## src/rtl/ctrl_pkg.sv

```systemverilog
// Shared definitions for the multi-cycle RV32I controller: FSM states, ALU codes,
// opcodes and datapath mux-select encodings.
package ctrl_pkg;

    typedef enum logic [3:0] {
        S_FETCH    = 4'd0,
        S_DECODE   = 4'd1,
        S_MEMADR   = 4'd2,
        S_MEMREAD  = 4'd3,
        S_MEMWB    = 4'd4,
        S_MEMWRITE = 4'd5,
        S_EXECR    = 4'd6,
        S_EXECI    = 4'd7,
        S_ALUWB    = 4'd8,
        S_BRANCH   = 4'd9,
        S_JAL      = 4'd10,
        S_JALR     = 4'd11,
        S_JALRPC   = 4'd12,
        S_LUI      = 4'd13,
        S_AUIPC    = 4'd14,
        S_ILLEGAL  = 4'd15
    } state_t;

    localparam logic [3:0] ALU_ADD  = 4'b0000;
    localparam logic [3:0] ALU_SUB  = 4'b0001;
    localparam logic [3:0] ALU_AND  = 4'b0010;
    localparam logic [3:0] ALU_OR   = 4'b0011;
    localparam logic [3:0] ALU_SRA  = 4'b0100;
    localparam logic [3:0] ALU_SLT  = 4'b0101;
    localparam logic [3:0] ALU_SRL  = 4'b0110;
    localparam logic [3:0] ALU_SLL  = 4'b0111;
    localparam logic [3:0] ALU_SLTU = 4'b1000;
    localparam logic [3:0] ALU_XOR  = 4'b1001;

    localparam logic [6:0] OP_LOAD   = 7'b0000011;
    localparam logic [6:0] OP_STORE  = 7'b0100011;
    localparam logic [6:0] OP_RTYPE  = 7'b0110011;
    localparam logic [6:0] OP_ITYPE  = 7'b0010011;
    localparam logic [6:0] OP_BRANCH = 7'b1100011;
    localparam logic [6:0] OP_JAL    = 7'b1101111;
    localparam logic [6:0] OP_JALR   = 7'b1100111;
    localparam logic [6:0] OP_LUI    = 7'b0110111;
    localparam logic [6:0] OP_AUIPC  = 7'b0010111;

    // Operation class handed to the ALU decoder
    localparam logic [1:0] OPC_ADD = 2'b00;
    localparam logic [1:0] OPC_R   = 2'b01;
    localparam logic [1:0] OPC_I   = 2'b10;
    localparam logic [1:0] OPC_BR  = 2'b11;

    localparam logic [1:0] RES_ALUOUT = 2'b00;
    localparam logic [1:0] RES_RDATA  = 2'b01;
    localparam logic [1:0] RES_ALU    = 2'b10;

    localparam logic [1:0] SRCA_PC    = 2'b00;
    localparam logic [1:0] SRCA_OLDPC = 2'b01;
    localparam logic [1:0] SRCA_RS1   = 2'b10;
    localparam logic [1:0] SRCA_ZERO  = 2'b11;

    localparam logic [1:0] SRCB_RS2  = 2'b00;
    localparam logic [1:0] SRCB_IMM  = 2'b01;
    localparam logic [1:0] SRCB_FOUR = 2'b10;

    localparam logic [2:0] IMM_I = 3'b000;
    localparam logic [2:0] IMM_S = 3'b001;
    localparam logic [2:0] IMM_B = 3'b010;
    localparam logic [2:0] IMM_J = 3'b011;
    localparam logic [2:0] IMM_U = 3'b100;

    // Equality branches take on zero, compare branches on the slt result; funct3[0] inverts.
    function automatic logic branch_taken(input logic [2:0] funct3, input logic zero);
        return zero ^ funct3[0] ^ funct3[2];
    endfunction

endpackage

```

## src/rtl/alu_decoder.sv

```systemverilog
// Combinational ALU-operation decoder: maps op class and funct fields to an ALU code
// and flags funct encodings that have no legal meaning.
module alu_decoder
    import ctrl_pkg::*;
(
    input  logic [1:0] op_class_i,
    input  logic [2:0] funct3_i,
    input  logic       funct7_b5_i,
    input  logic       funct7_rsvd_i,
    output logic [3:0] aluc_o,
    output logic       funct_illegal_o
);

    // ALU code and funct legality per op class
    always_comb begin
        aluc_o          = ALU_ADD;
        funct_illegal_o = 1'b0;
        case (op_class_i)
            OPC_R, OPC_I: begin
                case (funct3_i)
                    3'b000:  aluc_o = ((op_class_i == OPC_R) && funct7_b5_i) ? ALU_SUB : ALU_ADD;
                    3'b001:  aluc_o = ALU_SLL;
                    3'b010:  aluc_o = ALU_SLT;
                    3'b011:  aluc_o = ALU_SLTU;
                    3'b100:  aluc_o = ALU_XOR;
                    3'b101:  aluc_o = funct7_b5_i ? ALU_SRA : ALU_SRL;
                    3'b110:  aluc_o = ALU_OR;
                    3'b111:  aluc_o = ALU_AND;
                    default: aluc_o = ALU_ADD;
                endcase
                if (op_class_i == OPC_R) begin
                    funct_illegal_o = funct7_rsvd_i |
                                      (funct7_b5_i & (funct3_i != 3'b000) & (funct3_i != 3'b101));
                end else begin
                    funct_illegal_o = 1'b0;
                end
            end
            OPC_BR: begin
                case (funct3_i[2:1])
                    2'b00:   aluc_o = ALU_SUB;
                    2'b10:   aluc_o = ALU_SLT;
                    2'b11:   aluc_o = ALU_SLTU;
                    default: begin
                        aluc_o          = ALU_SUB;
                        funct_illegal_o = 1'b1;
                    end
                endcase
            end
            default: begin
                aluc_o          = ALU_ADD;
                funct_illegal_o = 1'b0;
            end
        endcase
    end

endmodule

```

## src/rtl/mc_controller.sv

```systemverilog
// Multi-cycle RV32I control unit: instruction-sequencing FSM driving every datapath
// strobe and mux select; outputs are decoded from the state register and live inputs.
module mc_controller
    import ctrl_pkg::*;
(
    input  logic        clk,
    input  logic        rst_n,
    input  logic [31:0] instr,
    input  logic        zero,
    input  logic        mem_ready,
    output logic        mem_req,
    output logic        mem_write,
    output logic        adr_src,
    output logic        ir_write,
    output logic        pc_write,
    output logic        reg_write,
    output logic [1:0]  result_src,
    output logic [1:0]  alu_src_a,
    output logic [1:0]  alu_src_b,
    output logic [2:0]  imm_src,
    output logic [3:0]  aluc,
    output logic        illegal
);

    state_t      state_q;
    state_t      state_d;
    logic [6:0]  opcode_s;
    logic [2:0]  funct3_s;
    logic [1:0]  op_class_s;
    logic [3:0]  aluc_dec_s;
    logic        funct_illegal_s;
    logic        unused_instr_s;

    assign opcode_s       = instr[6:0];
    assign funct3_s       = instr[14:12];
    assign unused_instr_s = ^{instr[24:15], instr[11:7]};

    // Op class for the ALU decoder, derived from the opcode
    always_comb begin
        case (opcode_s)
            OP_RTYPE:  op_class_s = OPC_R;
            OP_ITYPE:  op_class_s = OPC_I;
            OP_BRANCH: op_class_s = OPC_BR;
            default:   op_class_s = OPC_ADD;
        endcase
    end

    alu_decoder u_alu_decoder (
        .op_class_i      (op_class_s),
        .funct3_i        (funct3_s),
        .funct7_b5_i     (instr[30]),
        .funct7_rsvd_i   (|{instr[31], instr[29:25]}),
        .aluc_o          (aluc_dec_s),
        .funct_illegal_o (funct_illegal_s)
    );

    // Next-state and output decode; reset forces every strobe and select low
    always_comb begin
        state_d    = state_q;
        mem_req    = 1'b0;
        mem_write  = 1'b0;
        adr_src    = 1'b0;
        ir_write   = 1'b0;
        pc_write   = 1'b0;
        reg_write  = 1'b0;
        result_src = RES_ALUOUT;
        alu_src_a  = SRCA_PC;
        alu_src_b  = SRCB_RS2;
        imm_src    = IMM_I;
        aluc       = ALU_ADD;
        illegal    = 1'b0;
        if (!rst_n) begin
            state_d = S_FETCH;
        end else begin
            case (state_q)
                S_FETCH: begin
                    mem_req    = 1'b1;
                    alu_src_b  = SRCB_FOUR;
                    result_src = RES_ALU;
                    ir_write   = mem_ready;
                    pc_write   = mem_ready;
                    state_d    = mem_ready ? S_DECODE : S_FETCH;
                end
                S_DECODE: begin
                    alu_src_a = SRCA_OLDPC;
                    alu_src_b = SRCB_IMM;
                    imm_src   = IMM_B;
                    case (opcode_s)
                        OP_LOAD, OP_STORE: state_d = S_MEMADR;
                        OP_RTYPE:          state_d = funct_illegal_s ? S_ILLEGAL : S_EXECR;
                        OP_ITYPE:          state_d = S_EXECI;
                        OP_BRANCH:         state_d = funct_illegal_s ? S_ILLEGAL : S_BRANCH;
                        OP_JAL:            state_d = S_JAL;
                        OP_JALR:           state_d = S_JALR;
                        OP_LUI:            state_d = S_LUI;
                        OP_AUIPC:          state_d = S_AUIPC;
                        default:           state_d = S_ILLEGAL;
                    endcase
                end
                S_MEMADR: begin
                    alu_src_a = SRCA_RS1;
                    alu_src_b = SRCB_IMM;
                    if (opcode_s == OP_STORE) begin
                        imm_src = IMM_S;
                        state_d = S_MEMWRITE;
                    end else begin
                        imm_src = IMM_I;
                        state_d = S_MEMREAD;
                    end
                end
                S_MEMREAD: begin
                    mem_req = 1'b1;
                    adr_src = 1'b1;
                    state_d = mem_ready ? S_MEMWB : S_MEMREAD;
                end
                S_MEMWB: begin
                    result_src = RES_RDATA;
                    reg_write  = 1'b1;
                    state_d    = S_FETCH;
                end
                S_MEMWRITE: begin
                    mem_req   = 1'b1;
                    mem_write = 1'b1;
                    adr_src   = 1'b1;
                    state_d   = mem_ready ? S_FETCH : S_MEMWRITE;
                end
                S_EXECR: begin
                    alu_src_a = SRCA_RS1;
                    alu_src_b = SRCB_RS2;
                    aluc      = aluc_dec_s;
                    state_d   = S_ALUWB;
                end
                S_EXECI: begin
                    alu_src_a = SRCA_RS1;
                    alu_src_b = SRCB_IMM;
                    imm_src   = IMM_I;
                    aluc      = aluc_dec_s;
                    state_d   = S_ALUWB;
                end
                S_ALUWB: begin
                    result_src = RES_ALUOUT;
                    reg_write  = 1'b1;
                    state_d    = S_FETCH;
                end
                S_BRANCH: begin
                    alu_src_a  = SRCA_RS1;
                    alu_src_b  = SRCB_RS2;
                    aluc       = aluc_dec_s;
                    result_src = RES_ALUOUT;
                    pc_write   = branch_taken(funct3_s, zero);
                    state_d    = S_FETCH;
                end
                // Target already sits in ALU-out; the ALU now forms the link value
                S_JAL, S_JALRPC: begin
                    pc_write   = 1'b1;
                    result_src = RES_ALUOUT;
                    alu_src_a  = SRCA_OLDPC;
                    alu_src_b  = SRCB_FOUR;
                    imm_src    = IMM_J;
                    state_d    = S_ALUWB;
                end
                S_JALR: begin
                    alu_src_a = SRCA_RS1;
                    alu_src_b = SRCB_IMM;
                    imm_src   = IMM_I;
                    state_d   = S_JALRPC;
                end
                S_LUI: begin
                    alu_src_a = SRCA_ZERO;
                    alu_src_b = SRCB_IMM;
                    imm_src   = IMM_U;
                    state_d   = S_ALUWB;
                end
                S_AUIPC: begin
                    alu_src_a = SRCA_OLDPC;
                    alu_src_b = SRCB_IMM;
                    imm_src   = IMM_U;
                    state_d   = S_ALUWB;
                end
                S_ILLEGAL: begin
                    illegal = 1'b1;
                    state_d = S_ILLEGAL;
                end
                default: begin
                    state_d = S_ILLEGAL;
                end
            endcase
        end
    end

    // State register with synchronous active-low reset
    always_ff @(posedge clk) begin
        if (!rst_n) begin
            state_q <= S_FETCH;
        end else begin
            state_q <= state_d;
        end
    end

endmodule

```

## config.mk

```make
export PLATFORM = sky130hd
export DESIGN_NAME = mc_controller
export DESIGN_NICKNAME = d
export VERILOG_FILES = /design/src/rtl/ctrl_pkg.sv /design/src/rtl/alu_decoder.sv /design/src/rtl/mc_controller.sv
export SDC_FILE = /design/constraint.sdc
export NUM_CORES = 1
export LEC_CHECK = 0
export ABC_AREA = 1
export BUFFER_PORTS_ARGS = -buffer_cell sky130_fd_sc_hd__buf_2
export CORE_MARGIN = 3
export CORE_UTILIZATION = 43
export DETAILED_ROUTE_END_ITERATION = 7
export PLACE_DENSITY = 0.81
export SLEW_MARGIN = 15
export SYNTH_ARGS = -nofsm -noshare
export SYNTH_HDL_FRONTEND = slang
export SYNTH_SLANG_ARGS = --single-unit
```

## constraint.sdc

```tcl
create_clock -name clk -period 1.83 [get_ports clk]
set_input_delay 0.0915 -clock clk [delete_from_list [all_inputs] [get_ports clk]]
set_output_delay 0.0915 -clock clk [all_outputs]
set_load 0.1 [all_outputs]
```

== Word-level counts from Yosys, hierarchy flattened ==
Cells that the tools add are included.

* Equal/unequal tests: 37
* Bitwise logic cells: 5
* Muxes and demuxes: 42
* Reductions and logical operators: 21

{| class="wikitable"
|+ Operators by type and width
! cell !! number
|-
| 4-bit one-hot mux with 8 select lines || 2
|-
| 4-bit one-hot mux with 9 select lines || 1
|-
| 4-bit == test, second input constant || 8
|-
| 7-bit by 6-bit == test with 1-bit output, second input constant || 3
|-
| 7-bit == test, second input constant || 3
|-
| 1-bit two-way mux || 18
|-
| 6-bit OR reduction || 3
|-
| 4-bit by 3-bit == test with 1-bit output, second input constant || 4
|-
| 4-bit one-hot mux with 2 select lines || 2
|-
| 3-bit two-way mux || 5
|-
| 3-bit OR reduction || 5
|-
| 7-bit by 5-bit == test with 1-bit output, second input constant || 2
|-
| 3-bit == test, second input constant || 4
|-
| 4-bit two-way mux || 3
|-
| 2-bit one-hot mux with 3 select lines || 2
|-
| 3-bit one-hot mux with 4 select lines || 1
|-
| 2-bit OR reduction || 6
|-
| 2-bit == test, second input constant || 4
|-
| 4-bit by 2-bit == test with 1-bit output, second input constant || 2
|-
| 2-bit two-way mux || 4
|-
| 2-bit one-hot mux with 2 select lines || 2
|-
| 7-bit by 2-bit == test with 1-bit output, second input constant || 1
|-
| 3-bit by 2-bit == test with 1-bit output, second input constant || 2
|-
| 5-bit OR reduction || 1
|-
| 15 further kinds || 17
|}

* Logic and storage cells: 106
* Bits of input ports: 36
* Output and inout port bits: 20
* Register bits after elaboration: 4

== Longest topological paths before layout ==
Gate-level depths: netlist of the first run.

* Depth after elaboration: 9
* Mapped depth: 18
* Gate-level depth less buffers: 18

== Hierarchy ==
Synthesis of the first run repeated with hierarchy kept, for this count alone.

* Cell total of the unflattened synthesis: 190
* Area total of the unflattened synthesis: 923.4 µm²

{| class="wikitable"
|+ By module, submodules not included
! module !! area each (µm²) !! times used !! sequential area each (µm²) !! cells an instance
|-
| mc_controller || 719.4 || 1 || 80.1 || 150
|-
| alu_decoder || 203.9 || 1 || 0.0 || 40
|}

== Worst setup path before layout of the first run ==
Ideal clock, no wire load.

* Path type: flip-flop to output port
* Start point: register state_q[2]
* End point: output port alu_src_b[0]
* Data arrival time: 2956 ps
* Slack: -1218 ps
* Buffers on the path: 0
* Cell stages (with the launch flop): 7
* Required time: 1738 ps
* Cells stage by stage: dfxtp_1 -> inv_2 -> nand2_2 -> inv_2 -> nor2_2 -> nor2_1 -> a211oi_1

* Word-level cells in the longest chain between the ends: 4
* Elaborated cells on any way between the ends: 13
* Those cells by class: eq/ne (8); mux (2); reduce/logical (3)

{| class="wikitable"
|+ Ends and longest elaborated chain
! element !! line !! RTL
|-
| from (decl) || mc_controller.sv:25 || <nowiki>state_t state_q;</nowiki>
|-
| from (signal assigned) || mc_controller.sv:196 || <nowiki>state_q <= state_d;</nowiki>
|-
| 4-bit by 2-bit == test with 1-bit output (tied with other cells) || mc_controller.sv:75 || <nowiki>case (state_q)</nowiki>
|-
| 6-bit OR reduction (no source line) or 3-bit OR reduction (tied branches) || -- ||
|-
| 2-bit one-hot mux with 2 select lines (*) || mc_controller.sv:75 ||
|-
| 2-bit two-way mux (*) || mc_controller.sv:72 || <nowiki>if (!rst_n) begin</nowiki>
|-
| to (decl) || mc_controller.sv:19 || <nowiki>output logic [1:0] alu_src_b,</nowiki>
|}

Every way passes the cells marked *; elsewhere a longest branch is shown, timed or not.

== Final worst setup path of the first run ==
* Start point: register state_q[3]
* End point: output port alu_src_a[0]

* Word-level cells in the longest chain between the ends: 4
* Elaborated cells on any way between the ends: 14
* Those cells by class: eq/ne (10); mux (2); reduce/logical (2)

{| class="wikitable"
|+ Ends and longest elaborated chain
! element !! line !! RTL
|-
| 4-bit by 2-bit == test with 1-bit output (tied with other cells) || mc_controller.sv:75 ||
|-
| 5-bit OR reduction (no source line) or 4-bit OR reduction (tied branches) || -- ||
|-
| 2-bit one-hot mux with 3 select lines (*) || mc_controller.sv:75 ||
|-
| 2-bit two-way mux (*) || mc_controller.sv:72 ||
|-
| to (decl) || mc_controller.sv:18 || <nowiki>output logic [1:0] alu_src_a,</nowiki>
|}

Marks and branches as above.

==> impl_metrics.py, run 1 <==
metrics = {
    "synth": {
        "synth_cells": 175,
        "ys_ff_latch": 4,
        "synth_cell_types": 24,
        "yosysWarnings": 0,
        "synthMuxAreaShare_pct": 0,
        "yosys.area_share.adder_pct": 4.23,
        "synth-xor-area-share_pct": 0,
        "synth-simple-area-share_pct": 56.3,
        "avgSynthCellArea_um2": 5.08,
        "syn_nets": 214,
        "syn_area_um2": 888,
        "ys_seq_area_share_pct": 9.01,
        "synth-compound-area-share_pct": 16.5,
        "synth_top_family_by_area": "simple AND/OR/NAND/NOR gates",
    },
    "sta": {
        "hold_viol_final": 0,
        "slew_viol_final": 0,
        "relSlewSlack_pct": 76.0,
        "layout_min_cycle_time_ns": 1.78,
        "worst_slew_pin_slew_ns": 0.358,
        "finalCritPeriodShare_pct": 97.3,
        "max_clock_freq_ghz": 0.562,
        "fin_skew_ns": 0.00323,
        "setup_viol": 0,
    },
    "placed_design": {
        "gp_congestion": 0.924,
        "io_buffer_count": 40,
        "dpl.cell_count": 242,
        "dp_hpwl_mm": 2.50,
    },
    "cts": {
        "cts_max_path_buffers": 2,
        "holdBufCountCts": 0,
        "cts.sinks": 4,
        "cts_inserted_buffers": 3,
        "clk_root_buffer_cell": "clkbuf_4",
        "cts_setup_buffers": 0,
        "clock_latency_ns": 0.24,
        "cts_tree": "built",
        "path_clk_slew_ns": 0.04,
        "cts_max_level": 1,
    },
    "power_and_ir_drop": {
        "power.leakage_nw": 0.812,
        "max-vdd-ir-drop_v": 0.00153,
        "p_per_area_mw_per_mm2": 1460,
    },
    "setup_path": {
        "cp_data_required_time_ns": 1.74,
        "r2r_start": "state_q[2]",
        "startpoint": "state_q[3]",
        "critPathArrivalTime_ns": 1.69,
        "cp_max_fo": 6,
        "crit_path_end_kind": "output port",
        "worstSetupPathType": "reg2out",
        "cp-start-kind": "register",
    },
    "global_routing": {
        "grt_max_degree": 13,
        "antenna_found_initial": 0,
        "grt_overflow": 0,
        "grt_pass1_vias": 1171,
        "grt_usage_pct": 23.2,
        "grt_pass1_wl_mm": 4.84,
    },
    "detailed_routing": {
        "num_vias": 1305,
        "drc": 0,
        "drt_iter0_drc": 49,
        "drt-wirelength-per-cell_um": 13.9,
        "routed_wl_mm": 3.41,
        "routed_via_density": 5.33,
        "ant_nets": 0,
        "dr.pass1.iters": 4,
    },
    "final_layout": {
        "areaGrowthSynthToFinish_pct": 81.0,
        "diodes": 0,
        "largestRegisters": "state_q: 4 flops",
        "fin_nets": 261,
        "multi_input_area_um2": 836,
        "fillers": 118,
        "finalNonFillerCells": 245,
        "final_core_utilization_pct": 87.4,
        "ff_latch_area_um2": 83.8,
        "largest_register": "state_q",
        "largest_reg_flops": 4,
        "drive_above_1_share_pct": 45.5,
    },
    "floorplanning": {
        "rows": 15,
        "start_util_pct": 48.3,
        "ioPinCount": 56,
        "die-height_um": 51.5,
        "die_area_mm2": 0.00265,
        "die_w_um": 51.5,
        "core_area_mm2": 0.00184,
    },
    "outcome": {
        "status": "finished clean",
    },
    "worst_hold_path": {
        "min_from": "instr[5]",
        "hold_path.class": "in2reg",
    },
    "run": {
        "cap_violations": 0,
    },
}
## worst max-delay path, stage by stage (launching register included)
cell	delay (ns)
dfxtp_2	0.37
nor2_2	0.21
inv_2	0.09
nor2_1	0.30
o21ai_1	0.17
o21ai_2	0.11
buf_12	0.20
## layout by cell type, fill, tap and decap left out, types with 4 or more instances in the layout
cell     netlist  routed
nand2_1       43      40
nor2_1        31      24
buf_2          0      20
buf_12         0      19
inv_1         21      18
inv_2         10      13
nand3_1       13      12
nor2_2         5      10
a21oi_1       12       9
nor2_4         4       6
nand2_2        3       4
nor3_4         0       4
## synthesized netlist by cell type
library cell / instances / area (µm²)
nand3_1: 13 / 65.1
nand3b_1: 1 / 7.51
a21oi_1: 12 / 60.1
a31oi_1: 4 / 25.0
clkbuf_1: 1 / 3.75
o21ai_0: 4 / 20.0
nand2_2: 3 / 18.8
nor3_1: 7 / 35.0
dfxtp_1: 4 / 80.1
o21ai_1: 2 / 10.0
o211ai_1: 1 / 7.51
nand2_1: 43 / 161
nor2_2: 5 / 31.3
ha_1: 3 / 37.5
nor3_2: 1 / 10.0
inv_1: 21 / 78.8
nor2_4: 4 / 45.0
a211oi_1: 1 / 7.51
inv_2: 10 / 37.5
o311ai_1: 1 / 8.76
a22oi_1: 1 / 7.51
nor2_1: 31 / 116
nand3_2: 1 / 10.0
clkinv_1: 1 / 3.75
## per-stage QoR
stage	TNS [ns]	worst slack (ns)	hold WS (ns)	instance area (µm²)	power, mW
global placement	0	0.0794	0.560	1520	2.13
detailed placement	0	0.0260	0.574	1520	2.16
floorplan	-2.16	-0.342	0.382	981	1.56
finish	0	0.0494	0.347	1610	2.35
CTS	0	0.00464	0.330	1540	2.28
global route	-0.0339	-0.0335	0.355	1610	2.45
## power by group
| group | switching (mW) | total (mW) | internal (mW) | leakage (nW) |
|---|---|---|---|---|
| Sequential | 0.0655 | 0.193 | 0.128 | 0.0340 |
| Combinational | 1.43 | 2.05 | 0.618 | 0.765 |
| Clock | 0.0353 | 0.109 | 0.0733 | 0.0138 |
## area by class of cell
class	count	area share, %
Inverter	32	7.47
Clock buffer	3	1.40
Sequential cell	4	5.21
Tap cell	25	1.95
Multi-Input combinational cell	138	52.0
Timing Repair Buffer	43	32.0
## layer usage
metal | routed length, µm | up-vias | share of wire, % | GRT usage, %
li1 | - | 648 | - | -
met2 | 1760 | 58 | 52 | 41.1
met5 | 0 | - | 0 | 0
met1 | 1410 | 593 | 41 | 29.5
met4 | 48 | 0 | 1.4 | 5.24
met3 | 195 | 6 | 5.7 | 2.92
## cell families (layout without fill, tap and decap cells)
| logic type | Yosys count | in the layout |
|---|---|---|
| compound gates | 26 | 26 |
| buf+inv | 33 | 78 |
| flops | 4 | 4 |
| fa+ha+maj | 3 | 3 |
| simple gates | 109 | 109 |
## repair_timing
item	in CTS	in global routing
endpoints found under the setup margin	0	6
resized for setup	0	20
endpoints found under the hold margin	0	0
## worst paths after layout
check,end,slack [ns],cells after the start
min,state_q[1],0.35,4
min reg2reg,state_q[3],0.70,4
max reg2reg,state_q[0],0.46,10
max,alu_src_a[0],0.05,6
Note: power is estimated with default switching activity, not from simulation.
==> run 2: changes to the inputs <==
- ABC_AREA: 1 -> not set
- CORE_UTILIZATION: 43 -> 45
- PLACE_DENSITY: 0.81 -> 0.8
==> run 2 against run 1 <==
  * Core utilization is 6.7 points higher
  * The flow now finishes with violations (setup timing)
  * Critical endpoint is now state_q[3]
  * Via count is 35% higher
  * Synthesized cell count is 9.1% lower
  * Highest routed layer unchanged
  * Largest power group unchanged
  * Sequential power is 41% higher
  * Clock skew is 0.0062 ns higher
  * Total power is 22% higher
  * Global-route usage is 11 points higher
==> impl_metrics.py, run 2 <==
metrics = {
    "cts": {
        "path_clk_slew_ns": 0.04,
        "clk_root_buffer_cell": "clkbuf_4",
        "cts.sinks": 4,
        "holdBufCountCts": 0,
        "cts_tree": "built",
        "cts_max_level": 1,
        "cts_max_path_buffers": 2,
        "clock_latency_ns": 0.25,
        "cts_inserted_buffers": 3,
    },
    "floorplanning": {
        "core_area_mm2": 0.00208,
        "rows": 16,
        "die_area_mm2": 0.00294,
        "start_util_pct": 50.2,
        "ioPinCount": 56,
        "die_w_um": 54.2,
        "die-height_um": 54.2,
    },
    "outcome": {
        "status": "finished, violations left",
        "violations": "setup timing",
    },
    "synth": {
        "synth-xor-area-share_pct": 3.95,
        "synth_top_family_by_area": "simple AND/OR/NAND/NOR gates",
        "synth-simple-area-share_pct": 47.1,
        "yosysWarnings": 0,
        "yosysTopAreaCellShare_pct": 7.66,
        "yosysMostFrequentCell": "nand2_1",
        "syn_nets": 198,
        "netlist_top_cells_count": "nand2_1 (18), nor2_1 (14), a21oi_1 (10), nand2b_1 (10), nor3_1 (8)",
        "synth_cell_types": 51,
        "ys_seq_area_share_pct": 7.66,
        "synth.area.top_cells": "dfxtp_1 (7.7%), nand2_1 (6.5%), nand2b_1 (6.0%)",
        "synth-compound-area-share_pct": 28.5,
        "ys_ff_latch": 4,
        "synth_edf_count": 0,
        "synthMuxAreaShare_pct": 2.04,
        "syn_area_mm2": 0.00104,
        "synth_cells": 159,
        "synth_top_cell_by_area": "dfxtp_1",
        "synth_flop_cell": "dfxtp_1",
        "ys_async_sr_fraction_pct": 0,
        "yosys.area_share.adder_pct": 4.55,
        "avgSynthCellArea_um2": 6.57,
    },
    "setup_path": {
        "worstSetupPathType": "in2reg",
        "crit_path_end_kind": "register",
        "cp-start-kind": "primary input",
        "critPathArrivalTime_ns": 2.04,
        "cp_data_required_time_ns": 1.96,
        "cp_max_fo": 6,
    },
    "detailed_routing": {
        "num_vias": 1767,
        "drt_iter0_drc": 191,
        "dr.pass1.iters": 6,
        "drc": 0,
        "routed_wl_mm": 6.08,
        "ant_nets": 0,
        "drt-wirelength-per-cell_um": 25.1,
        "routed_via_density": 7.30,
    },
    "run": {
        "cap_violations": 0,
    },
    "power_and_ir_drop": {
        "power.leakage_nw": 0.774,
        "max-vdd-ir-drop_v": 0.00163,
        "p_per_area_mw_per_mm2": 1470,
    },
    "sta": {
        "hold_viol_final": 0,
        "max_clock_freq_ghz": 0.525,
        "layout_min_cycle_time_ns": 1.91,
        "fin_skew_ns": 0.00946,
        "worst_slew_pin_slew_ns": 0.673,
        "setup_slack_ns": -0.0761,
        "finalCritPeriodShare_pct": 104,
        "setup_viol": 6,
        "slew_viol_final": 0,
        "rsz0062_at_grt": "true",
        "holdWs_ns": 0.347,
        "relSlewSlack_pct": 54.6,
    },
    "global_routing": {
        "grt_usage_pct": 34.6,
        "grt_max_degree": 17,
        "antenna_found_initial": 0,
        "grt_overflow": 0,
        "grt_pass1_vias": 1555,
        "grt_pass1_wl_mm": 7.38,
    },
    "final_layout": {
        "finalNonFillerCells": 242,
        "drive_above_1_share_pct": 52.6,
        "largestRegisters": "state_q: 4 flops",
        "areaGrowthSynthToFinish_pct": 87.5,
        "fin_nets": 256,
        "final_common_cell": "buf_4",
        "largest_reg_flops": 4,
        "largest_register": "state_q",
        "diodes": 0,
        "layout_common_cells": "buf_4 (23), buf_2 (21), buf_12 (19), nand2_1 (16), nand2b_1 (8)",
    },
    "placed_design": {
        "dpl.cell_count": 231,
        "gp_congestion": 0.904,
        "dp_hpwl_mm": 3.32,
        "io_buffer_count": 40,
    },
    "worst_hold_path": {
        "hold_path.class": "in2reg",
    },
}
[run 2: changes by cell type after synthesis, sizes merged, moves of 3 or more]
cell / previous run / this run
o21a: 0 / 4
nor2: 40 / 14
nand3b: 1 / 4
inv: 31 / 4
nor2b: 0 / 7
nand3: 14 / 6
buf: 0 / 5
and2: 0 / 3
o22a: 0 / 3
clkbuf: 1 / 7
nand2b: 0 / 10
nand2: 46 / 18
[run 2: cells by family (layout without fill, tap and decap cells)]
| group | after synthesis | count (layout) |
|---|---|---|
| adders and majority gates | 4 | 4 |
| DFF | 4 | 4 |
| and+or+nand+nor | 88 | 88 |
| AOI/OAI and AO/OA | 42 | 42 |
| xor gates and xnor gates | 3 | 3 |
| buffers and inverters | 16 | 72 |
| muxes | 2 | 2 |
[run 2: timing repair]
item | in CTS | in global routing
setup buffers | 2 | 6
gates cloned | 0 | 0
endpoints found under the setup margin | 9 | 9
pin swaps | 1 | 4
resized for setup | 9 | 11
[run 2: path summary, 6_finish.rpt]
check / start / to / slack (ns) / depth (start not counted)
setup / recovery: instr[5] / state_q[3] / -0.08 / 8
hold / removal: instr[1] / state_q[1] / 0.35 / 4
hold reg to reg: state_q[3] / state_q[3] / 0.84 / 3
setup reg to reg: state_q[0] / state_q[2] / 0.04 / 5
[run 2: area by class of cell]
class	count	area, µm²
Multi-Input combinational cell	139	1120
Timing Repair Buffer	65	677
Fill cell	64	123
Sequential cell	4	95.1
Tap cell	27	33.8
Clock buffer	3	22.5
Inverter	4	15.0
[run 2: layer usage]
metal  track usage, %  vias up  routed length [µm]
met4             26.6        0                 565
met2             60.0      205                2780
met1             36.3      780                2010
met5                0        -                   0
met3             6.37       81                 714
li1                 -      701                   -
[run 2: critical path, stage by stage]
cell and delay (ns):
buf_2 0.13, nand2b_1 0.21, o21ai_2 0.21, nand2_1 0.12, ha_2 0.22, nor4_1 0.50
o31ai_2 0.19, a221oi_1 0.35
[run 2: per-stage QoR]
step           setup TNS, ns  area [µm²]  worst slack, ns  util, %  power, mW
4_1_cts                    0        1870           0.0107     90.0       2.64
5_1_grt               -0.786        1960           -0.212     94.1       2.95
6_report              -0.205        1960          -0.0761     94.1       2.88
2_1_floorplan          -1.70        1240           -0.371        -       1.76
3_3_place_gp               0        1800           0.0357     86.4       2.33
3_5_place_dp         -0.0306        1800          -0.0236     86.4       2.42
[run 2: power breakdown]
part | internal [mW] | switching (mW) | leakage, nW
registers | 0.148 | 0.125 | 0.0356
logic | 0.911 | 1.57 | 0.724
clock network | 0.0741 | 0.0472 | 0.0138
total | 1.13 | 1.74 | 0.774
